File: src/rtl/plca_rx_cmd_decoder.sv
// PLCA receive-side command decoder: qualifies BEACON/COMMIT nibbles signalled with
// RX_ER while RX_DV is low, hides them from the MAC, and drives rx_cmd/receiving.
//
// state      | meaning
// -----------+----------------------------------------------------------
// IDLE       | no command or frame in progress
// CMD_QUAL   | command nibble seen, counting consecutive matching samples
// CMD_ACTIVE | command qualified, rx_cmd presented
// DATA       | PHY_RX_DV high, frame being received
module plca_rx_cmd_decoder #(
    parameter logic [3:0]  BEACON_RXD     = 4'b0010,
    parameter logic [3:0]  COMMIT_RXD     = 4'b0011,
    parameter int unsigned MIN_CMD_CYCLES = 2
) (
    input  logic       RX_CLK,
    input  logic       reset,
    input  logic       plca_en,
    input  logic       PHY_RX_DV,
    input  logic       PHY_RX_ER,
    input  logic [3:0] PHY_RXD,
    input  logic       PHY_CRS,
    output logic       RX_DV,
    output logic       RX_ER,
    output logic [3:0] RXD,
    output logic       CRS,
    output logic [1:0] rx_cmd,
    output logic       receiving,
    output logic       beacon_det,
    output logic [1:0] rx_dec_state
);

    typedef enum logic [1:0] {
        IDLE       = 2'd0,
        CMD_QUAL   = 2'd1,
        CMD_ACTIVE = 2'd2,
        DATA       = 2'd3
    } state_t;

    typedef enum logic [1:0] {
        CLS_IDL = 2'd0,
        CLS_DAT = 2'd1,
        CLS_BCN = 2'd2,
        CLS_CMT = 2'd3
    } cls_t;

    localparam logic [1:0] CMD_BEACON = 2'b00;
    localparam logic [1:0] CMD_COMMIT = 2'b01;
    localparam logic [1:0] CMD_NONE   = 2'b10;
    localparam logic [7:0] MIN_CNT    = 8'(MIN_CMD_CYCLES);

    state_t     state, state_nx;
    cls_t       cls;
    logic [7:0] cnt, cnt_nx, cnt_inc;
    logic       cand, cand_nx;          // 1 = COMMIT candidate, 0 = BEACON
    logic [1:0] rx_cmd_nx;
    logic       receiving_nx;
    logic       beacon_det_nx;
    logic       is_cmd, is_dat, cls_cmt;
    logic       start;
    logic       mask;

    always_comb begin
        cls = CLS_IDL;
        if (PHY_RX_DV)
            cls = CLS_DAT;
        else if (PHY_RX_ER && (PHY_RXD == BEACON_RXD))
            cls = CLS_BCN;
        else if (PHY_RX_ER && (PHY_RXD == COMMIT_RXD))
            cls = CLS_CMT;
    end

    assign is_cmd  = (cls == CLS_BCN) || (cls == CLS_CMT);
    assign is_dat  = (cls == CLS_DAT);
    assign cls_cmt = (cls == CLS_CMT);
    assign cnt_inc = (cnt == 8'hFF) ? cnt : cnt + 8'd1;
    assign mask    = plca_en && is_cmd;

    always_comb begin
        state_nx      = state;
        cnt_nx        = cnt;
        cand_nx       = cand;
        rx_cmd_nx     = rx_cmd;
        beacon_det_nx = 1'b0;
        start         = 1'b0;
        if (!plca_en) begin
            state_nx  = IDLE;
            cnt_nx    = 8'd0;
            rx_cmd_nx = CMD_NONE;
        end else begin
            case (state)
                IDLE: begin
                    if (is_cmd)
                        start = 1'b1;
                    else if (is_dat)
                        state_nx = DATA;
                end
                CMD_QUAL: begin
                    if (is_cmd && (cls_cmt == cand)) begin
                        cnt_nx = cnt_inc;
                        if (cnt_inc == MIN_CNT) begin
                            state_nx      = CMD_ACTIVE;
                            rx_cmd_nx     = cand ? CMD_COMMIT : CMD_BEACON;
                            beacon_det_nx = !cand;
                        end
                    end else if (is_cmd) begin
                        start = 1'b1;
                    end else begin
                        cnt_nx   = 8'd0;
                        state_nx = is_dat ? DATA : IDLE;
                    end
                end
                CMD_ACTIVE: begin
                    if (!(is_cmd && (cls_cmt == cand))) begin
                        rx_cmd_nx = CMD_NONE;
                        cnt_nx    = 8'd0;
                        if (is_cmd)
                            start = 1'b1;
                        else
                            state_nx = is_dat ? DATA : IDLE;
                    end
                end
                DATA: begin
                    if (is_cmd)
                        start = 1'b1;
                    else if (!is_dat)
                        state_nx = IDLE;
                end
                default: state_nx = IDLE;
            endcase
            // A fresh candidate qualifies immediately when one sample is enough.
            if (start) begin
                cand_nx = cls_cmt;
                cnt_nx  = 8'd1;
                if (MIN_CNT == 8'd1) begin
                    state_nx      = CMD_ACTIVE;
                    rx_cmd_nx     = cls_cmt ? CMD_COMMIT : CMD_BEACON;
                    beacon_det_nx = !cls_cmt;
                end else begin
                    state_nx = CMD_QUAL;
                end
            end
        end
        receiving_nx = plca_en && (state_nx == DATA);
    end

    always_ff @(posedge RX_CLK) begin
        if (reset) begin
            state      <= IDLE;
            cnt        <= 8'd0;
            cand       <= 1'b0;
            rx_cmd     <= CMD_NONE;
            receiving  <= 1'b0;
            beacon_det <= 1'b0;
            RX_DV      <= 1'b0;
            RX_ER      <= 1'b0;
            RXD        <= 4'd0;
            CRS        <= 1'b0;
        end else begin
            state      <= state_nx;
            cnt        <= cnt_nx;
            cand       <= cand_nx;
            rx_cmd     <= rx_cmd_nx;
            receiving  <= receiving_nx;
            beacon_det <= beacon_det_nx;
            RX_DV      <= PHY_RX_DV;
            RX_ER      <= mask ? 1'b0 : PHY_RX_ER;
            RXD        <= mask ? 4'd0 : PHY_RXD;
            CRS        <= PHY_CRS;
        end
    end

    assign rx_dec_state = state;

endmodule

File: config.mk
export PLATFORM = sky130hd
export DESIGN_NAME = plca_rx_cmd_decoder
export DESIGN_NICKNAME = d
export VERILOG_FILES = /design/src/rtl/plca_rx_cmd_decoder.sv
export SDC_FILE = /design/constraint.sdc
export NUM_CORES = 1
export LEC_CHECK = 0
export BUFFER_PORTS_ARGS = -buffer_cell sky130_fd_sc_hd__buf_2
export CORE_MARGIN = 1
export CORE_UTILIZATION = 40
export CTS_CLUSTER_DIAMETER = 60
export CTS_CLUSTER_SIZE = 16
export DETAILED_ROUTE_END_ITERATION = 10
export GPL_ROUTABILITY_DRIVEN = 0
export GPL_TIMING_DRIVEN = 1
export PLACE_DENSITY_LB_ADDON = 0.05
export SYNTH_ARGS = -nofsm -noshare
export SYNTH_HDL_FRONTEND = slang
export SYNTH_SLANG_ARGS = --single-unit
File: constraint.sdc
create_clock -name RX_CLK -period 2 [get_ports RX_CLK]
set_input_delay 0.2 -clock RX_CLK [delete_from_list [all_inputs] [get_ports RX_CLK]]
set_output_delay 0.2 -clock RX_CLK [all_outputs]
set_load 0.01 [all_outputs]
# [Word-level counts from Yosys, hierarchy flattened]
# Index checks and enable logic that the tools add are counted.
[classes] reduce_logical=20 eq_ne=18 n_addsub=1 bitwise_logic=4 n_mux=30
[ops] operator="$mux W2" count=17
[ops] operator="$mux W8" count=4
[ops] operator="$pmux W8 S2" count=1
[ops] operator="$eq A2 B2 Y1 const B" count=5
[ops] operator="$add A8 B1 Y8 const B" count=1
[ops] operator="$eq A4 B2 Y1 const B" count=2
[ops] operator="$eq A8 B2 Y1 const B" count=1
[ops] operator="$eq A8 B8 Y1 const B" count=1
[ops] operator="$pmux W2 S4" count=1
[ops] operator="$reduce_or A2 Y1" count=4
[ops] operator="$ne A2 B2 Y1 const B" count=3
[ops] operator="$ne A3 B3 Y1 const B" count=2
[ops] operator="$reduce_and A3 Y1" count=2
[ops] operator="$logic_and A1 B1 Y1" count=5
[ops] operator="$mux W1" count=5
[ops] operator="$reduce_or A5 Y1" count=1
[ops] operator="$eq A2 B1 Y1 const B" count=2
[ops] operator="$ne A4 B4 Y1 const B" count=1
[ops] operator="$not A1 Y1" count=4
[ops] operator="$pmux W2 S2" count=1
[ops] operator="$reduce_and A4 Y1" count=1
[ops] operator="$reduce_bool A3 Y1" count=1
[ops] operator="$reduce_or A3 Y1" count=1
[ops] operator="$logic_not A2 Y1" count=1
[ops] operator="other kinds (6)" count=6
[totals] out_inout_bits=13 elab_cells=84 ff_bits=22 inputBits=10

# [Longest topological paths before layout]
# Gate-level depths: netlist (run 1).
[logic_depth] ltp_word=15 depth_mapped=7 ltp_nobuf=7

# [Worst setup path before layout (run 1)]
# No wires, ideal clock.
[synth_timing] path_type="register to register" from="reg cnt[0]" to="reg rx_cmd[0]" path_buffers=1 period_less_slack_ns=1.855 t_arrival_ns=1.733 path_stages_with_launch=8 path_slack_ns=0.145 setup_time_ns=0.121 t_required_ns=1.879 path_cell_list="dfxtp_1 > ha_1 > buf_4 > nand2_1 > a211o_1 > a22oi_2 > nand4_2 > mux2_4"
[synth_via] elab_chain_len=5 elab_cells_between_ends=6 cone_classes="add/sub (1); eq/ne (3); mux (1); reduce/logical (1)"
[synth_lines] element="from (decl)" line="53" rtl="logic [7:0] cnt, cnt_nx, cnt_inc;"
[synth_lines] element="from (signal assigned)" line="160" rtl="cnt <= cnt_nx;"
[synth_lines] element="$add A8 B1 Y8 or $eq A8 B8 Y1 (tied branches)" line="75" rtl="assign cnt_inc = (cnt == 8'hFF) ? cnt : cnt + 8'd1;"
[synth_lines] element="$mux W8 *" line="75"
[synth_lines] element="$eq A8 B2 Y1 *" line="100" rtl="if (cnt_inc == MIN_CNT) begin"
[synth_lines] element="$ne A2 B2 Y1 (no line) *"
[synth_lines] element="$reduce_and A4 Y1 (no line) *"
[synth_lines] element="to (signal assigned)" line="162" rtl="rx_cmd <= rx_cmd_nx;"
[synth_lines] element="to (decl)" line="26" rtl="output logic [1:0] rx_cmd,"
# Every way passes the cells marked *; elsewhere a longest branch is shown, timed or not.
# A chain may end at the register's enable or synchronous reset.

# [Worst setup path after layout (run 1)]
[layout_timing] from="reg cnt[1]" to="reg rx_cmd[0]"
# The elaborated chain is that of the path after synthesis.

==> impl_metrics.tcl, run 1 <==
set metrics [dict create \
    avgRoutedWirePerCell_um 13.9 \
    postRouteAntennaNets 0 \
    synthAdderAreaFrac_pct 4.54 \
    die_h_um 60.7 \
    dieArea_um2 3680 \
    synth_cells 152 \
    portBuffers 22 \
    synth_common_cells "22 x dfxtp_1, 10 x nand2_1, 9 x a21oi_1, 9 x o21ai_0, 8 x nor2_1" \
    first_pass_iters 4 \
    insertion_delay_ns 0.31 \
    maxSlewViolCount 0 \
    synthDominantCellAreaShare_pct 32.0 \
    h-tree-depth 1 \
    end_kind "flip-flop" \
    layout-drive-gt1-share_pct 28.6 \
    finalHoldViolCount 0 \
    yosys.area.top_type "dfxtp_1" \
    max_cap_violations 0 \
    synth_flop_cell "dfxtp_1" \
    ys_seq_area_share_pct 32.0 \
    drt_wl_total_mm 3.15 \
    synth_compound_area_share_pct 27.0 \
    path_clk_slew_ns 0.13 \
    fin_ws_ns 0.156 \
    grt-ovfl-total 0 \
    final_area_um2 1630 \
    antenna_found_initial 0 \
    irDropWorstVdd_v 0.000277 \
    cts_buffer_depth 2 \
    power.leakage_nw 0.599 \
    cp_slowest_cell "dfxtp_1" \
    nFillCells 325 \
    startpoint "cnt[1]" \
    hold_path.startpoint "PHY_CRS" \
    dpl_cell_area_um2 1570 \
    grt_pass1_wl_mm 5.50 \
    pre_cts_slack_ns 0.0843 \
    setup_viol 0 \
    period_share_pct 92.2 \
    avgSynthCellArea_um2 9.06 \
    cts_root_buf "clkbuf_4" \
    synth_simple_gate_area_share_pct 25.5 \
    placementRows 20 \
    yosys.cell_types.count 48 \
    timing.rr.start "cnt[1]" \
    tightest_slew_ns 0.443 \
    initial_core_util_pct 43.7 \
    cpPeakStageDelay_ns 0.44 \
    core_area_um2 3150 \
    status "complete, no violations" \
    cts_tree "done" \
    worst_setup_path_start_kind "flip-flop" \
    dr.first_iter.drc_count 47 \
    cp_max_fo 5 \
    crit_chain "ha_4 > nand2_1 > a211o_1 > a22oi_2 > nand4_2 > mux2_4" \
    synth_top_family_by_area "compound AO/OA/AOI/OAI gates" \
    diodes 0 \
    cts_hold_buf 0 \
    p_per_area_nw_per_um2 508 \
    yosys.area_share.xor_xnor_pct 2.45 \
    drc 0 \
    ys_top_cells_by_area "dfxtp_1 32%, ha_1 4.5%, a21oi_1 3.3%" \
    synthMostInstantiatedCell "dfxtp_1" \
    grt_max_degree 13 \
    synth_enable_flop_cells 0 \
    fin_skew_ns 0.00265 \
    yosys_warnings 0 \
    grt_pass1_vias 1239 \
    ff_latch_area_um2 440 \
    postSynthNetCount 167 \
    synth-async-reset-ratio_pct 0 \
    dp_hpwl_mm 2.40 \
    period_needed_ns 1.84 \
    critPathBufInv 0 \
    numCtsBuffers 3 \
    rsz0062_at_grt "no" \
    clock-sinks 22 \
    timing.slew.headroom_pct 70.3 \
    crit_family "compound AO/OA/AOI/OAI gates" \
    syn_area_um2 1380 \
    ys_ff_latch 22 \
    area_delta_synth_final_pct 18.1 \
    via_count 1280 \
    synth.area.mux_share_pct 3.27 \
    fin_hold_ws_ns 0.0889 \
    via_per_inst 5.66 \
    path_class "reg2reg" \
    cp_data_required_time_ns 2.21 \
    rrSetupSlack_ns 0.16 \
    min_path_type "in2reg" \
    cp.arrival_ns 2.06 \
    die_x_um 60.7 \
    pin_count 23 \
    nets 198 \
    gr-usage-all-layers_pct 19.9 \
    multi_input_area_um2 883 \
    fmax_mhz 542 \
    tns_ns 0 \
]
[cells in the final DEF (no fill, tap or decap), types with 2 or more instances in the layout]
cell type and count:
dfxtp_1 22, mux2i_1 3, nand4_1 4, buf_4 11, o21ai_1 3, nor2b_1 6
a22oi_1 3, a211oi_1 5, ha_1 4, nand2_1 10, buf_2 22, and2_1 6
a21o_1 3, nor3_1 4, a41oi_1 3, nand3_1 3, xnor2_1 2, a31oi_1 2
a32oi_1 2, nand4b_1 2, o21ai_0 9, o211ai_2 2, nor2_1 8, clkbuf_4 3
nand2b_1 3, a21oi_1 9, a211o_1 2, inv_1 5
[layout make-up]
cell class              count  area share, %
multi-input cells         118           54.3
flip-flops and latches     22           27.1
repair buffers             33           11.8
well taps                  44           3.38
clock buffers               4           2.23
inverters                   5           1.15
[power breakdown]
part / internal, W / switching (W) / total (W)
Sequential: 0.000449 / 0.00000390 / 0.000453
Clock: 0.000111 / 0.000139 / 0.000250
Combinational: 0.0000508 / 0.0000729 / 0.000124
[final timing paths]
check / end / cells past startpoint
hold reg to reg: rx_cmd[1] / 2
setup reg to reg: rx_cmd[0] / 6
setup / recovery: rx_cmd[0] / 6
hold / removal: CRS / 2
[per-stage QoR]
stage / utilization (%) / cells / power [W]
detailed placement: 49.8 / 222 / 0.000586
global route: 51.6 / 226 / 0.000870
finish: 51.6 / 226 / 0.000827
CTS: 51.0 / 226 / 0.000832
global placement: 49.8 / 222 / 0.000584
floorplan: - / 152 / 0.000539
[layer usage]
| layer | track usage, % | up-vias | share of wire (%) |
|---|---|---|---|
| met4 | 5.84 | 0 | 1.7 |
| met3 | 2.56 | 6 | 3.8 |
| met2 | 33.0 | 37 | 44 |
| li1 | - | 635 | - |
| met5 | 0 | - | 0 |
| met1 | 27.1 | 602 | 50 |
[timing repair]
| item | in CTS | in global routing |
|---|---|---|
| setup endpoints to repair | 0 | 3 |
| buffers inserted | 0 | 0 |
| gates resized for setup | 0 | 3 |
[flip-flops by register name, summed over array words and instances (netlist names)]
register and flops:
CRS 1, RXD 4, RX_DV 1, RX_ER 1
beacon_det 1, cand 1, cnt 8, receiving 1
rx_cmd 2, rx_dec_state 2
[logic make-up (layout without fill, tap and decap cells)]
group	after synthesis	after routing
AO/OA/AOI/OAI	51	51
buffers and inverters	12	42
adder cells (fa/ha/maj)	5	5
XOR/XNOR	3	3
AND/OR/NAND/NOR	55	55
multiplexers	4	4
flip-flops	22	22
Power figures use the tool's default switching activity.
==> inputs of run 2 (changes only) <==
--- a/config.mk
+++ b/config.mk
@@ -6,8 +6,10 @@
 export NUM_CORES = 1
 export LEC_CHECK = 0
 export BUFFER_PORTS_ARGS = -buffer_cell sky130_fd_sc_hd__buf_2
+export CELL_PAD_IN_SITES_DETAIL_PLACEMENT = 0
+export CELL_PAD_IN_SITES_GLOBAL_PLACEMENT = 1
 export CORE_MARGIN = 1
-export CORE_UTILIZATION = 40
+export CORE_UTILIZATION = 38
 export CTS_CLUSTER_DIAMETER = 60
 export CTS_CLUSTER_SIZE = 16
 export DETAILED_ROUTE_END_ITERATION = 10
==> run 2 against run 1 <==
Against the previous run: utilization down 4.0 points; global-route usage down 0.93 points; register-to-register slack worse by 0.03 ns; die area up 5.1%; wire length up 4.9%; worst hold slack worse by 0.0033 ns; critical endpoint unchanged; largest power group unchanged.
==> impl_metrics.tcl, run 2 (same netlist as run 1, synthesis figures left out) <==
set metrics [dict create \
    maxSlewViolCount 0 \
    core_area_um2 3420 \
    end_kind "flip-flop" \
    cts_root_buf "clkbuf_4" \
    avgRoutedWirePerCell_um 14.6 \
    max_cap_violations 0 \
    insertion_delay_ns 0.31 \
    antenna_found_initial 0 \
    ff_latch_area_um2 440 \
    rsz0062_at_grt "no" \
    cp_data_required_time_ns 2.21 \
    fmax_mhz 535 \
    period_share_pct 93.5 \
    die_h_um 62.2 \
    grt_pass1_wl_mm 5.89 \
    drt_wl_total_mm 3.30 \
    cp_slowest_cell "dfxtp_1" \
    dieArea_um2 3870 \
    setup_viol 0 \
    grt_pass1_vias 1253 \
    placementRows 21 \
    cts_buffer_depth 2 \
    timing.slew.headroom_pct 71.2 \
    regMostFlops "cnt" \
    status "complete, no violations" \
    dr.first_iter.drc_count 74 \
    drc 0 \
    irDropWorstVdd_v 0.000284 \
    path_class "reg2reg" \
    dp_hpwl_mm 2.51 \
    worst_setup_path_start_kind "flip-flop" \
    finalHoldViolCount 0 \
    crit_chain "ha_4 > nand2_1 > a211o_1 > a22oi_2 > nand4_2 > mux2_4" \
    clock-sinks 22 \
    cts_tree "done" \
    period_needed_ns 1.87 \
    cp.arrival_ns 2.08 \
    min_path_type "in2reg" \
    via_per_inst 5.54 \
    die_x_um 62.2 \
    via_count 1252 \
    p_per_area_nw_per_um2 568 \
    gr-usage-all-layers_pct 19.0 \
    grt-ovfl-total 0 \
    tns_ns 0 \
    cpPeakStageDelay_ns 0.43 \
    pin_count 23 \
    path_clk_slew_ns 0.14 \
    numCtsBuffers 3 \
    multi_input_area_um2 877 \
    postRouteAntennaNets 0 \
    grt_max_degree 14 \
    cts_setup_buffers 0 \
    top_regs "cnt (8), RXD (4)" \
    cp_max_fo 7 \
    postLayoutCoreUtil_pct 47.5 \
    nFillCells 363 \
    fin_hold_ws_ns 0.0856 \
    diodes 0 \
    area_delta_synth_final_pct 17.9 \
    h-tree-depth 1 \
    portBuffers 22 \
    mostFrequentLayoutCells "22 x dfxtp_1, 22 x buf_2, 10 x nand2_1" \
    layout-drive-gt1-share_pct 27.8 \
    largest_reg_flops 8 \
    power.leakage_nw 0.594 \
    tightest_slew_ns 0.426 \
    nets 196 \
    fin_skew_ns 0.0102 \
    initial_core_util_pct 40.3 \
    first_pass_iters 4 \
]
-- run 2: report_power, final --
group	internal, W	total [W]	switching, W
Combinational	0.0000495	0.000123	0.0000740
Clock	0.000202	0.000345	0.000143
Sequential	0.000449	0.000454	0.00000501
Total	0.000701	0.000923	0.000222
-- run 2: routing by layer --
metal  GRT usage [%]  wire length (µm)
met5               0                 0
met4            8.72                22
met3            3.13                76
met2            29.9              1590
met1            25.3              1620
-- run 2: metrics by stage --
stage	power [W]	area, µm²	setup slack, ns	cells
global placement	0.000585	1560	0.117	222
finish	0.000923	1620	0.131	226
floorplan	0.000539	1380	0.145	152
CTS	0.000935	1610	0.0153	226
global route	0.000977	1620	0.00580	226
detailed placement	0.000586	1560	0.0464	222
-- run 2: final timing paths --
path | slack (ns) | start | endpoint | depth (start not counted)
max | 0.13 | cnt[1] | rx_cmd[0] | 6
min | 0.09 | PHY_CRS | CRS | 2
max reg2reg | 0.13 | cnt[1] | rx_cmd[0] | 6
min reg2reg | 0.55 | cnt[1] | cnt[1] | 2
-- run 2: layout make-up --
type                            count  area share [%]
Clock inverter                      1            1.85
Timing Repair Buffer               31            10.9
Sequential cell                    22            27.1
Inverter                            5            1.16
Clock buffer                        3            1.39
Multi-Input combinational cell    118            54.0
Tap cell                           46            3.54
-- run 2: timing repair --
item	in CTS	in global routing
gates resized for setup	0	2
hold buffers	0	0
setup endpoints to repair	0	4
-- run 2: critical path: cells and delay by family (launching register included) --
family / cells / cell delay, ns
flops: 1 / 0.43
fa+ha+maj: 1 / 0.20
compound gates: 2 / 0.55
simple gates: 2 / 0.27
mux: 1 / 0.33
